===== src/rtl/pim_dma_pkg.sv =====
// Shared definitions for the PIM DMA: command codes, FSM states, status codes
// and the default PIM register map.
package pim_dma_pkg;

   localparam logic [2:0] F3_WEIGHT = 3'b001;
   localparam logic [2:0] F3_ACT    = 3'b010;
   localparam logic [2:0] F3_LOAD   = 3'b100;
   localparam logic [2:0] F3_KEY    = 3'b101;
   localparam logic [2:0] F3_VREF   = 3'b110;
   localparam logic [2:0] F3_MODE   = 3'b111;

   localparam logic [31:0] PIM_CTRL_DEF     = 32'h4000_0010;
   localparam logic [31:0] PIM_R_DEF        = 32'h4000_0020;
   localparam logic [31:0] PIM_W_WEIGHT_DEF = 32'h4000_0040;
   localparam logic [31:0] PIM_W_ACT_DEF    = 32'h4000_0080;
   localparam logic [31:0] PIM_W_KEY_DEF    = 32'h4000_0100;
   localparam logic [31:0] PIM_W_VREF_DEF   = 32'h4000_0200;
   localparam logic [31:0] PIM_W_MODE_DEF   = 32'h4000_0400;

   typedef enum logic [1:0] {
      S_IDLE,
      S_POLL,
      S_STREAM,
      S_DONE
   } state_t;

   typedef enum logic [1:0] {
      ST_OK      = 2'b00,
      ST_BAD     = 2'b01,
      ST_TIMEOUT = 2'b10,
      ST_ABORT   = 2'b11
   } status_t;

   function automatic logic funct3_valid(input logic [2:0] f3);
      return (f3 != 3'b000) && (f3 != 3'b011);
   endfunction

endpackage


===== src/rtl/pim_dma_xfer_ctr.sv =====
// Word counters plus the read-data staging buffer of the stream path; a skid
// entry keeps a read that lands during a grant gap from overwriting buf_data.
module pim_dma_xfer_ctr #(
   parameter int SIZE_W = 14,
   parameter int DATA_W = 32
) (
   input  logic              i_clk,
   input  logic              i_rst_n,
   input  logic              load,
   input  logic [SIZE_W-1:0] size,
   input  logic              rd_en,
   input  logic              wr_en,
   input  logic [DATA_W-1:0] rd_data,
   output logic [SIZE_W-1:0] rd_left,
   output logic [SIZE_W-1:0] wr_left,
   output logic [DATA_W-1:0] buf_data,
   output logic              buf_valid
);

   logic              rd_pend;
   logic [DATA_W-1:0] skid_data;
   logic              skid_valid;

   always_ff @(posedge i_clk or negedge i_rst_n) begin
      if (!i_rst_n) begin
         rd_left    <= '0;
         wr_left    <= '0;
         rd_pend    <= 1'b0;
         buf_data   <= '0;
         buf_valid  <= 1'b0;
         skid_data  <= '0;
         skid_valid <= 1'b0;
      end else if (load) begin
         rd_left    <= size;
         wr_left    <= size;
         rd_pend    <= 1'b0;
         buf_valid  <= 1'b0;
         skid_valid <= 1'b0;
      end else begin
         rd_pend <= rd_en;
         if (rd_en) rd_left <= rd_left - 1'b1;
         if (wr_en) wr_left <= wr_left - 1'b1;
         // Data arrives the cycle after a read strobe whether or not the bus is still granted
         if (wr_en) begin
            if (skid_valid) begin
               buf_data   <= skid_data;
               skid_valid <= rd_pend;
               if (rd_pend) skid_data <= rd_data;
            end else if (rd_pend) begin
               buf_data <= rd_data;
            end else begin
               buf_valid <= 1'b0;
            end
         end else if (rd_pend) begin
            if (!buf_valid) begin
               buf_data  <= rd_data;
               buf_valid <= 1'b1;
            end else begin
               skid_data  <= rd_data;
               skid_valid <= 1'b1;
            end
         end
      end
   end

endmodule


===== src/rtl/pim_dma_v2.sv =====
// DMA between the SRAM port (0) and PIM register space (port 1): polls the PIM
// control register, then streams one word per granted cycle.
module pim_dma_v2
   import pim_dma_pkg::*;
#(
   parameter int          ADDR_W       = 32,
   parameter int          DATA_W       = 32,
   parameter int          SIZE_W       = 14,
   parameter int          NUM_PIM      = 4,
   parameter int unsigned POLL_TIMEOUT = 1024,
   parameter logic [ADDR_W-1:0] PIM_CTRL     = ADDR_W'(PIM_CTRL_DEF),
   parameter logic [ADDR_W-1:0] PIM_R        = ADDR_W'(PIM_R_DEF),
   parameter logic [ADDR_W-1:0] PIM_W_WEIGHT = ADDR_W'(PIM_W_WEIGHT_DEF),
   parameter logic [ADDR_W-1:0] PIM_W_ACT    = ADDR_W'(PIM_W_ACT_DEF),
   parameter logic [ADDR_W-1:0] PIM_W_KEY    = ADDR_W'(PIM_W_KEY_DEF),
   parameter logic [ADDR_W-1:0] PIM_W_VREF   = ADDR_W'(PIM_W_VREF_DEF),
   parameter logic [ADDR_W-1:0] PIM_W_MODE   = ADDR_W'(PIM_W_MODE_DEF),
   localparam int BE_W  = DATA_W / 8,
   localparam int SEL_W = $clog2(NUM_PIM)
) (
   input  logic              i_clk,
   input  logic              i_rst_n,
   input  logic              i_cmd_valid,
   output logic              o_cmd_ready,
   input  logic [2:0]        i_cmd_funct3,
   input  logic [SEL_W-1:0]  i_cmd_sel,
   input  logic [SIZE_W-1:0] i_cmd_size,
   input  logic [ADDR_W-1:0] i_cmd_mem_addr,
   input  logic [ADDR_W-1:0] i_cmd_stride,
   input  logic              i_abort,
   output logic              o_bus_req,
   input  logic              i_bus_gnt,
   output logic [ADDR_W-1:0] o_addr_0,
   output logic              o_write_0,
   output logic              o_read_0,
   output logic [BE_W-1:0]   o_be_0,
   output logic [DATA_W-1:0] o_wr_data_0,
   input  logic [DATA_W-1:0] i_rd_data_0,
   output logic [ADDR_W-1:0] o_addr_1,
   output logic              o_write_1,
   output logic              o_read_1,
   output logic [BE_W-1:0]   o_be_1,
   output logic [DATA_W-1:0] o_wr_data_1,
   input  logic [DATA_W-1:0] i_rd_data_1,
   output logic              o_busy,
   output logic              o_done,
   output logic [1:0]        o_status
);

   state_t            state;
   status_t           status;
   logic              op_load;
   logic [ADDR_W-1:0] pim_addr;
   logic [ADDR_W-1:0] mem_ptr;
   logic [ADDR_W-1:0] stride;
   logic              poll_pend;
   logic [31:0]       poll_cnt;
   logic [ADDR_W-1:0] cmd_base;
   logic              accept;
   logic              poll_rd;
   logic              rd_en;
   logic              wr_en;
   logic              ctrl_ready;
   logic [SIZE_W-1:0] rd_left;
   logic [SIZE_W-1:0] wr_left;
   logic [DATA_W-1:0] buf_data;
   logic              buf_valid;

   assign accept      = i_cmd_valid && (state == S_IDLE);
   assign poll_rd     = (state == S_POLL) && i_bus_gnt && !i_abort;
   assign rd_en       = (state == S_STREAM) && i_bus_gnt && !i_abort && (rd_left != '0);
   assign wr_en       = (state == S_STREAM) && i_bus_gnt && !i_abort && buf_valid;
   assign ctrl_ready  = op_load ? (i_rd_data_1[1:0] == 2'b11) : i_rd_data_1[0];
   assign o_cmd_ready = (state == S_IDLE);
   assign o_busy      = (state != S_IDLE);
   assign o_done      = (state == S_DONE);
   assign o_bus_req   = (state == S_POLL) || (state == S_STREAM);
   assign o_status    = status;

   always_comb begin
      case (i_cmd_funct3)
         F3_ACT:  cmd_base = PIM_W_ACT;
         F3_LOAD: cmd_base = PIM_R;
         F3_KEY:  cmd_base = PIM_W_KEY;
         F3_VREF: cmd_base = PIM_W_VREF;
         F3_MODE: cmd_base = PIM_W_MODE;
         default: cmd_base = PIM_W_WEIGHT;
      endcase
   end

   pim_dma_xfer_ctr #(
      .SIZE_W (SIZE_W),
      .DATA_W (DATA_W)
   ) u_xfer_ctr (
      .i_clk     (i_clk),
      .i_rst_n   (i_rst_n),
      .load      (accept),
      .size      (i_cmd_size),
      .rd_en     (rd_en),
      .wr_en     (wr_en),
      .rd_data   (op_load ? i_rd_data_1 : i_rd_data_0),
      .rd_left   (rd_left),
      .wr_left   (wr_left),
      .buf_data  (buf_data),
      .buf_valid (buf_valid)
   );

   // Load moves PIM -> SRAM; every other op moves SRAM -> PIM
   always_comb begin
      o_addr_0    = '0;
      o_write_0   = 1'b0;
      o_read_0    = 1'b0;
      o_be_0      = '0;
      o_wr_data_0 = '0;
      o_addr_1    = '0;
      o_write_1   = 1'b0;
      o_read_1    = 1'b0;
      o_be_1      = '0;
      o_wr_data_1 = '0;
      if (poll_rd) begin
         o_addr_1 = PIM_CTRL;
         o_read_1 = 1'b1;
         o_be_1   = '1;
      end
      if (rd_en) begin
         if (op_load) begin
            o_addr_1 = pim_addr;
            o_read_1 = 1'b1;
            o_be_1   = '1;
         end else begin
            o_addr_0 = mem_ptr;
            o_read_0 = 1'b1;
            o_be_0   = '1;
         end
      end
      if (wr_en) begin
         if (op_load) begin
            o_addr_0    = mem_ptr;
            o_write_0   = 1'b1;
            o_be_0      = '1;
            o_wr_data_0 = buf_data;
         end else begin
            o_addr_1    = pim_addr;
            o_write_1   = 1'b1;
            o_be_1      = '1;
            o_wr_data_1 = buf_data;
         end
      end
   end

   always_ff @(posedge i_clk or negedge i_rst_n) begin
      if (!i_rst_n) begin
         state     <= S_IDLE;
         status    <= ST_OK;
         op_load   <= 1'b0;
         pim_addr  <= '0;
         mem_ptr   <= '0;
         stride    <= '0;
         poll_pend <= 1'b0;
         poll_cnt  <= '0;
      end else begin
         poll_pend <= poll_rd;
         case (state)
            S_IDLE: begin
               if (i_cmd_valid) begin
                  op_load  <= (i_cmd_funct3 == F3_LOAD);
                  pim_addr <= cmd_base + ADDR_W'({i_cmd_sel, 2'b00});
                  mem_ptr  <= i_cmd_mem_addr;
                  stride   <= i_cmd_stride;
                  poll_cnt <= '0;
                  if (!funct3_valid(i_cmd_funct3) || (i_cmd_size == '0)) begin
                     state  <= S_DONE;
                     status <= ST_BAD;
                  end else begin
                     state <= S_POLL;
                  end
               end
            end
            S_POLL: begin
               if (i_abort) begin
                  state  <= S_DONE;
                  status <= ST_ABORT;
               end else if (poll_pend && ctrl_ready) begin
                  state <= S_STREAM;
               end else if (poll_pend) begin
                  poll_cnt <= poll_cnt + 1'b1;
                  if ((POLL_TIMEOUT != 0) && (poll_cnt == POLL_TIMEOUT - 1)) begin
                     state  <= S_DONE;
                     status <= ST_TIMEOUT;
                  end
               end
            end
            S_STREAM: begin
               if (op_load ? wr_en : rd_en) mem_ptr <= mem_ptr + stride;
               if (i_abort) begin
                  state  <= S_DONE;
                  status <= ST_ABORT;
               end else if (wr_en && (wr_left == SIZE_W'(1))) begin
                  state  <= S_DONE;
                  status <= ST_OK;
               end
            end
            default: state <= S_IDLE;
         endcase
      end
   end

endmodule


===== config.mk =====
export PLATFORM = sky130hd
export DESIGN_NAME = pim_dma_v2
export DESIGN_NICKNAME = d
export VERILOG_FILES = /design/src/rtl/pim_dma_pkg.sv /design/src/rtl/pim_dma_xfer_ctr.sv /design/src/rtl/pim_dma_v2.sv
export SDC_FILE = /design/constraint.sdc
export NUM_CORES = 1
export LEC_CHECK = 0
export BUFFER_PORTS_ARGS = -buffer_cell sky130_fd_sc_hd__buf_2
export CAP_MARGIN = 20
export CORE_MARGIN = 2
export CORE_UTILIZATION = 30
export DETAILED_ROUTE_END_ITERATION = 16
export MAX_ROUTING_LAYER = met4
export PLACE_DENSITY = 0.61
export SYNTH_ARGS = -nofsm -noshare
export SYNTH_HDL_FRONTEND = slang
export SYNTH_SLANG_ARGS = --single-unit

===== constraint.sdc =====
create_clock -name i_clk -period 3.05 [get_ports i_clk]
set_input_delay 0.1525 -clock i_clk [delete_from_list [all_inputs] [get_ports i_clk]]
set_output_delay 0.1525 -clock i_clk [all_outputs]
set_load 0.01 [all_outputs]

Word-level counts from Yosys, hierarchy flattened
Cells that the tools add are included.
{"block": "totals", "register_bits": 229, "input_bits": 152, "output_inout_bits": 146, "word_cells": 172}
{"block": "classes", "n_addsub": 5, "eq_ne": 29, "mux": 84, "bitwise": 1, "reduce_logical": 38}
{"operator": "$mux W32", "count": 28}
{"operator": "$pmux W32 S2", "count": 2}
{"operator": "$mux W14", "count": 4}
{"operator": "$pmux W11 S5", "count": 1}
{"operator": "$mux W4", "count": 9}
{"operator": "$add A32 B1 Y32 const B", "count": 1}
{"operator": "$add A32 B32 Y32", "count": 1}
{"operator": "$add A32 B4 Y32", "count": 1}
{"operator": "$eq A32 B10 Y1 const B", "count": 1}
{"operator": "$mux W2", "count": 16}
{"operator": "$mux W31", "count": 1}
{"operator": "$sub A14 B1 Y14 const B", "count": 2}
{"operator": "$mux W1", "count": 21}
{"operator": "$reduce_bool A2 Y1", "count": 8}
{"operator": "$eq A14 B1 Y1 const B", "count": 1}
{"operator": "$logic_not A14 Y1", "count": 1}
{"operator": "$reduce_bool A14 Y1", "count": 1}
{"operator": "$eq A3 B3 Y1 const B", "count": 4}
{"operator": "$ne A3 B3 Y1 const B", "count": 4}
{"operator": "$pmux W2 S3", "count": 2}
{"operator": "$reduce_bool A3 Y1", "count": 4}
{"operator": "$logic_and A1 B1 Y1", "count": 10}
{"operator": "$ne A2 B2 Y1 const B", "count": 5}
{"operator": "$reduce_and A5 Y1", "count": 2}
{"operator": "other kinds (15)", "count": 27}

Logic depth before layout (Yosys ltp)
{"block": "depth", "ltp_word": 8, "depth_mapped": 13, "ltp_nobuf": 12}

Hierarchy
From an unflattened synthesis, not the netlist that was laid out.
{"block": "unflattened", "hier_cells": 1266, "hier_area_um2": 12314.3}
{"module": "pim_dma_v2", "instances": 1, "cells_each": 898, "area_each_um2": 7921.3, "seq_area_each_um2": 2752.6}
{"module": "pim_dma_xfer_ctr", "instances": 1, "cells_each": 368, "area_each_um2": 4393.0, "seq_area_each_um2": 2377.3}

Worst setup path before layout
OpenSTA, ideal clock, no wires.
{"block": "synth_timing", "path_type": "flip-flop to flip-flop", "from": "reg mem_ptr[0]", "to": "reg mem_ptr[26]", "setup_time_ns": 0.068, "arrival_ns": 2.617, "required_ns": 2.982, "path_slack_ns": 0.365, "stages_incl_launch_ff": 13, "n_path_buf": 0, "period_less_slack_ns": 2.685, "cell_sequence": "dfrtp_1 ha_1 fa_1 a21oi_1 o21ai_1 a21oi_1 o211ai_1 nand2_1 o221ai_1 a211oi_1 nor2_1 or3_1 nand3_1"}
{"block": "synth_between", "elab_chain_cells": 3}
{"item": "from (decl)", "line": "pim_dma_v2.sv:54", "text": "logic [ADDR_W-1:0] mem_ptr;"}
{"item": "from (signal assigned)", "line": "pim_dma_v2.sv:168", "text": "mem_ptr <= i_cmd_mem_addr;"}
{"item": "from (signal assigned)", "line": "pim_dma_v2.sv:194", "text": "if (op_load ? wr_en : rd_en) mem_ptr <= mem_ptr + stride;"}
{"item": "$add A32 B32 Y32", "line": "pim_dma_v2.sv:194"}
{"item": "$mux W32", "line": "pim_dma_v2.sv:194"}
{"item": "$pmux W32 S2", "line": "pim_dma_v2.sv:163", "text": "case (state)"}
Every way passes these cells. The select of a mux whose other input is x is not followed.
A chain may end at the register's enable or synchronous reset.

Worst setup path in the final report
{"block": "layout_timing", "from": "reg state[0]", "to": "out o_addr_0[31]"}
{"block": "layout_between", "elab_chain_cells": 7, "elab_cells_between_ends": 8, "cone_classes": "eq/ne: 1; mux: 3; reduce/logical: 4"}
{"item": "from (decl)", "line": "pim_dma_v2.sv:50", "text": "state_t state;"}
{"item": "from (signal assigned)", "line": "pim_dma_v2.sv:153", "text": "state <= S_IDLE;"}
{"item": "from (signal assigned)", "line": "pim_dma_v2.sv:172", "text": "state <= S_DONE;"}
{"item": "from (signal assigned)", "line": "pim_dma_v2.sv:175", "text": "state <= S_POLL;"}
{"item": "$eq A2 B2 Y1 *", "line": "pim_dma_v2.sv:71, pim_dma_v2.sv:72"}
{"item": "$logic_and A1 B1 Y1 * (2 in series)", "line": "pim_dma_v2.sv:71, pim_dma_v2.sv:72"}
{"item": "$logic_and A1 B1 Y1", "line": "pim_dma_v2.sv:71", "text": "assign rd_en = (state == S_STREAM) && i_bus_gnt && !i_abort && (rd_left != '0);"}
{"item": "$mux W32", "line": "pim_dma_v2.sv:125", "text": "if (rd_en) begin"}
{"item": "$mux W32", "line": "pim_dma_v2.sv:137", "text": "if (op_load) begin"}
{"item": "$mux W32 *", "line": "pim_dma_v2.sv:136", "text": "if (wr_en) begin"}
{"item": "to (decl)", "line": "pim_dma_v2.sv:33", "text": "output logic [ADDR_W-1:0] o_addr_0,"}
Every way passes the cells marked *; elsewhere a longest branch is shown, timed or not.

==> metrics.txt <==
run status=complete, no violations; worst hold path stage count=4; Register-to-Register Path Depth=12; global-route wire length before repair=approximately 60 mm; post-CTS clock slew at the launch and capture registers of the worst setup and hold paths=0.06 ns; per-instance average area after synthesis=about 8.6 um^2; TritonCTS clock tree=built; number of distinct standard cells referenced by the synthesized netlist=65; Arrival @ worst endpoint=between 2 and 3 ns; quantity of I/O buffers inserted on ports=between 200 and 300; buffer cell driving the clock tree root=sky130_fd_sc_hd__clkbuf_16; Max rail drop VDD=about 380 uV; DRC violations left=0; crit path launch type=register; highest achievable clock rate=around 350 MHz; kind of end point of the critical path=output port; Die Ht=approximately 200 um; core occupancy in the finished layout=approximately two fifths; number of buffers on the longest clock path=3; layout filler cell count=between 3k and 4k; cell type with the largest total area after synthesis=sky130_fd_sc_hd__dfrtp_1; area grow syn2layout=35.52%; global placer's final weighted congestion=~0.89; Hold Fails Final Rpt=0; endpoint of the most critical register-to-register path=mem_ptr[26]; Antenna Nets Post-Route=0; worst clock skew=0.01341 ns; reg-to-reg setup timing slack=between 0.2 and 0.25 ns; maximum number of pins on one net before global-route repair=94; final count of negative-setup-slack endpoints=0; Die Outline Area=between 40000 and 50000 um^2; GR Overflow Total=0; number of warnings reported in the yosys synthesis log=0; Via Count=approximately 11k; share of flip-flops with an asynchronous set or reset after synthesis=100.0%; antenna violations before repair=1; vias in the first global route=about 11k; Critical Setup Path Class=register to output port; half-perimeter wire length of the detailed placement result=between 20 and 30 mm; violation count after the first detailed-route iteration=around 560; worst slew pin tran=between 1 and 1.5 ns; RSZ-0062 raised after global routing=false; TritonCTS Buffers=26; post-DR vias/cell=4.872; Setup TNS Final=0 ns; routed wire length=about 37 mm; number of max-cap violations=0; maximum fanout count along the critical path=36; cell area after synthesis=12070 um^2; Most used DFF post-synth=sky130_fd_sc_hd__dfrtp_1; startpoint of the most critical hold path=i_cmd_mem_addr[19]; DRT Pass-1 Iters=5; area used by multi-input combinational logic=~6400 um^2; Placeable Area=approximately 40000 um^2; share of the synthesized area in the top cell type=~43%; worst hold path class=primary input to register; largest cells by area after synthesis=sky130_fd_sc_hd__dfrtp_1 (43%), sky130_fd_sc_hd__nand2_1 (9.4%), sky130_fd_sc_hd__o21ai_0 (6.7%); P per Cell Area=about 880 nW/um^2; portion of the post-synthesis area used by sequential elements=42.70%; fraction of final layout cells with drive strength greater than 1=20.87%; chip width=between 200 and 250 um; count of final max-slew check failures=0; final net count=about 2k; source of the worst register-to-register timing path=mem_ptr[0]; Hold Crit Endpoint=mem_ptr[19]; # IOs=~300; portion of the clock cycle consumed by the worst path in the final layout=a little over nine tenths; area occupied by registers=a little over 5000 um^2; most common library cell in the layout ignoring fill and taps=sky130_fd_sc_hd__nand2_1; count of flip-flops with a built-in enable after synthesis=0; overall fraction of global-route tracks in use=17.83%; endpoint required time on the critical path=2.90 ns; commonest cells after routing, fill and taps aside=sky130_fd_sc_hd__nand2_1 (300), sky130_fd_sc_hd__buf_2 (274), sky130_fd_sc_hd__dfrtp_1 (205), sky130_fd_sc_hd__o21ai_0 (160), sky130_fd_sc_hd__dlygate4sd3_1 (147); number of cell rows=73; effective utilization at floorplan=a little under a third; Slew Limit Headroom=between 30% and 40%; CTS HTree Levels=1; minimum clock period=slightly below 3 ns; cell count after synthesis=around 1.4k; Static Leakage=8.189 nW; Clock Latency Late Sink=approximately 0.54 ns; clock sink count=a little over 200; flop and latch count out of synthesis=206; mean routed wirelength per cell=~16 um
-- synth_stat cells, types with 7 or more instances --
master and count:
sky130_fd_sc_hd__dfrtp_1 206, sky130_fd_sc_hd__nor4_1 14, sky130_fd_sc_hd__or3_1 10, sky130_fd_sc_hd__ha_1 40, sky130_fd_sc_hd__o21bai_1 7, sky130_fd_sc_hd__xor2_1 36
sky130_fd_sc_hd__o21ai_0 161, sky130_fd_sc_hd__buf_4 34, sky130_fd_sc_hd__nor2_1 78, sky130_fd_sc_hd__nand2_1 303, sky130_fd_sc_hd__and3_1 73, sky130_fd_sc_hd__nor2b_1 10
sky130_fd_sc_hd__nand3_1 22, sky130_fd_sc_hd__and2_1 35, sky130_fd_sc_hd__a21o_1 12, sky130_fd_sc_hd__a21oi_1 68, sky130_fd_sc_hd__mux2i_1 59, sky130_fd_sc_hd__inv_1 24
sky130_fd_sc_hd__clkbuf_1 61, sky130_fd_sc_hd__xnor2_1 39, sky130_fd_sc_hd__nand4_1 10, sky130_fd_sc_hd__nor3_1 15
-- power by group --
group	internal, W	switching [W]
registers	0.00385	0.000832
clock network	0.00191	0.00121
logic	0.00282	0.00383
-- registers in the layout (all words and copies together) (netlist names), 2 cells and up --
register,cells
mem_ptr,32
poll_cnt,32
stride,32
u_xfer_ctr.buf_data,32
u_xfer_ctr.skid_data,32
u_xfer_ctr.rd_left,14
u_xfer_ctr.wr_left,14
pim_addr,9
o_status,2
state,2
-- critical path, stage by stage (launching register included) --
cell and delay (ns):
sky130_fd_sc_hd__dfrtp_1 0.41, sky130_fd_sc_hd__inv_1 0.11, sky130_fd_sc_hd__ha_2 0.22, sky130_fd_sc_hd__nand3b_4 0.13
sky130_fd_sc_hd__inv_2 0.11, sky130_fd_sc_hd__nand2_1 0.12, sky130_fd_sc_hd__nor2_1 0.31, sky130_fd_sc_hd__nor2_4 0.08
sky130_fd_sc_hd__inv_1 0.08, sky130_fd_sc_hd__buf_6 0.26, sky130_fd_sc_hd__and2_1 0.21, sky130_fd_sc_hd__buf_2 0.15
-- worst max path at each step --
stage,slack [ns],endpoint,depth (start not counted),from
2_1_floorplan,0.36,mem_ptr[26],12,mem_ptr[0]
3_3_place_gp,0.19,mem_ptr[27],11,mem_ptr[1]
3_5_place_dp,0.16,mem_ptr[27],11,mem_ptr[1]
4_1_cts,0.04,o_addr_1[8],8,u_xfer_ctr.rd_left[10]
5_1_grt,0.0005,o_addr_1[8],10,state[0]
6_report,0.17,o_addr_0[31],11,state[0]
-- logic make-up after synthesis --
family | after synthesis | synth area share (%)
AND/OR/NAND/NOR | 600 | 23.49
XOR/XNOR | 75 | 5.442
adder cells (fa/ha/maj) | 41 | 4.312
flip-flops | 206 | 42.70
buffers and inverters | 128 | 5.162
AO/OA/AOI/OAI | 291 | 13.60
multiplexers | 63 | 5.265
other | 1 | 0.03106
-- metal layers --
metal	wire [um]	vias up	GRT usage (%)
li1	-	5576	-
met1	16650	5466	22.81
met2	17460	339	29.26
met3	2239	54	3.023
met4	801	0	4.503
met5	0	-	-
-- cell type report --
class | count | area share, %
Clock buffer | 40 | 4.734
Tap cell | 525 | 4.015
Timing Repair Buffer | 449 | 19.18
Multi-Input combinational cell | 1092 | 39.34
Inverter | 26 | 0.6119
Clock inverter | 8 | 0.5813
Antenna cell | 1 | 0.01530
Sequential cell | 206 | 31.52
-- per-stage QoR --
stage	instance area, um^2	power, W	setup slack, ns	instances	hold WS [ns]
after floorplan	12150	0.009208	0.3647	1426	-0.1431
after global placement	13960	0.01082	0.1870	2150	0.2854
after detailed placement	13960	0.01100	0.1586	2150	0.2874
after CTS	16310	0.01450	0.04300	2345	0.008271
after global routing	16360	0.01566	0.0005060	2347	0.06038
final	16360	0.01445	0.1659	2347	0.04377
-- timing repair --
| item | 4_1_cts | 5_1_grt |
|---|---|---|
| endpoints found under the setup margin | 45 | 45 |
| gates resized for setup | 2 | 7 |
| endpoints found under the hold margin | 219 | 0 |
| setup buffers | 0 | 0 |
| hold buffers | 147 | 0 |
Note: power is estimated with default switching activity, not from simulation.
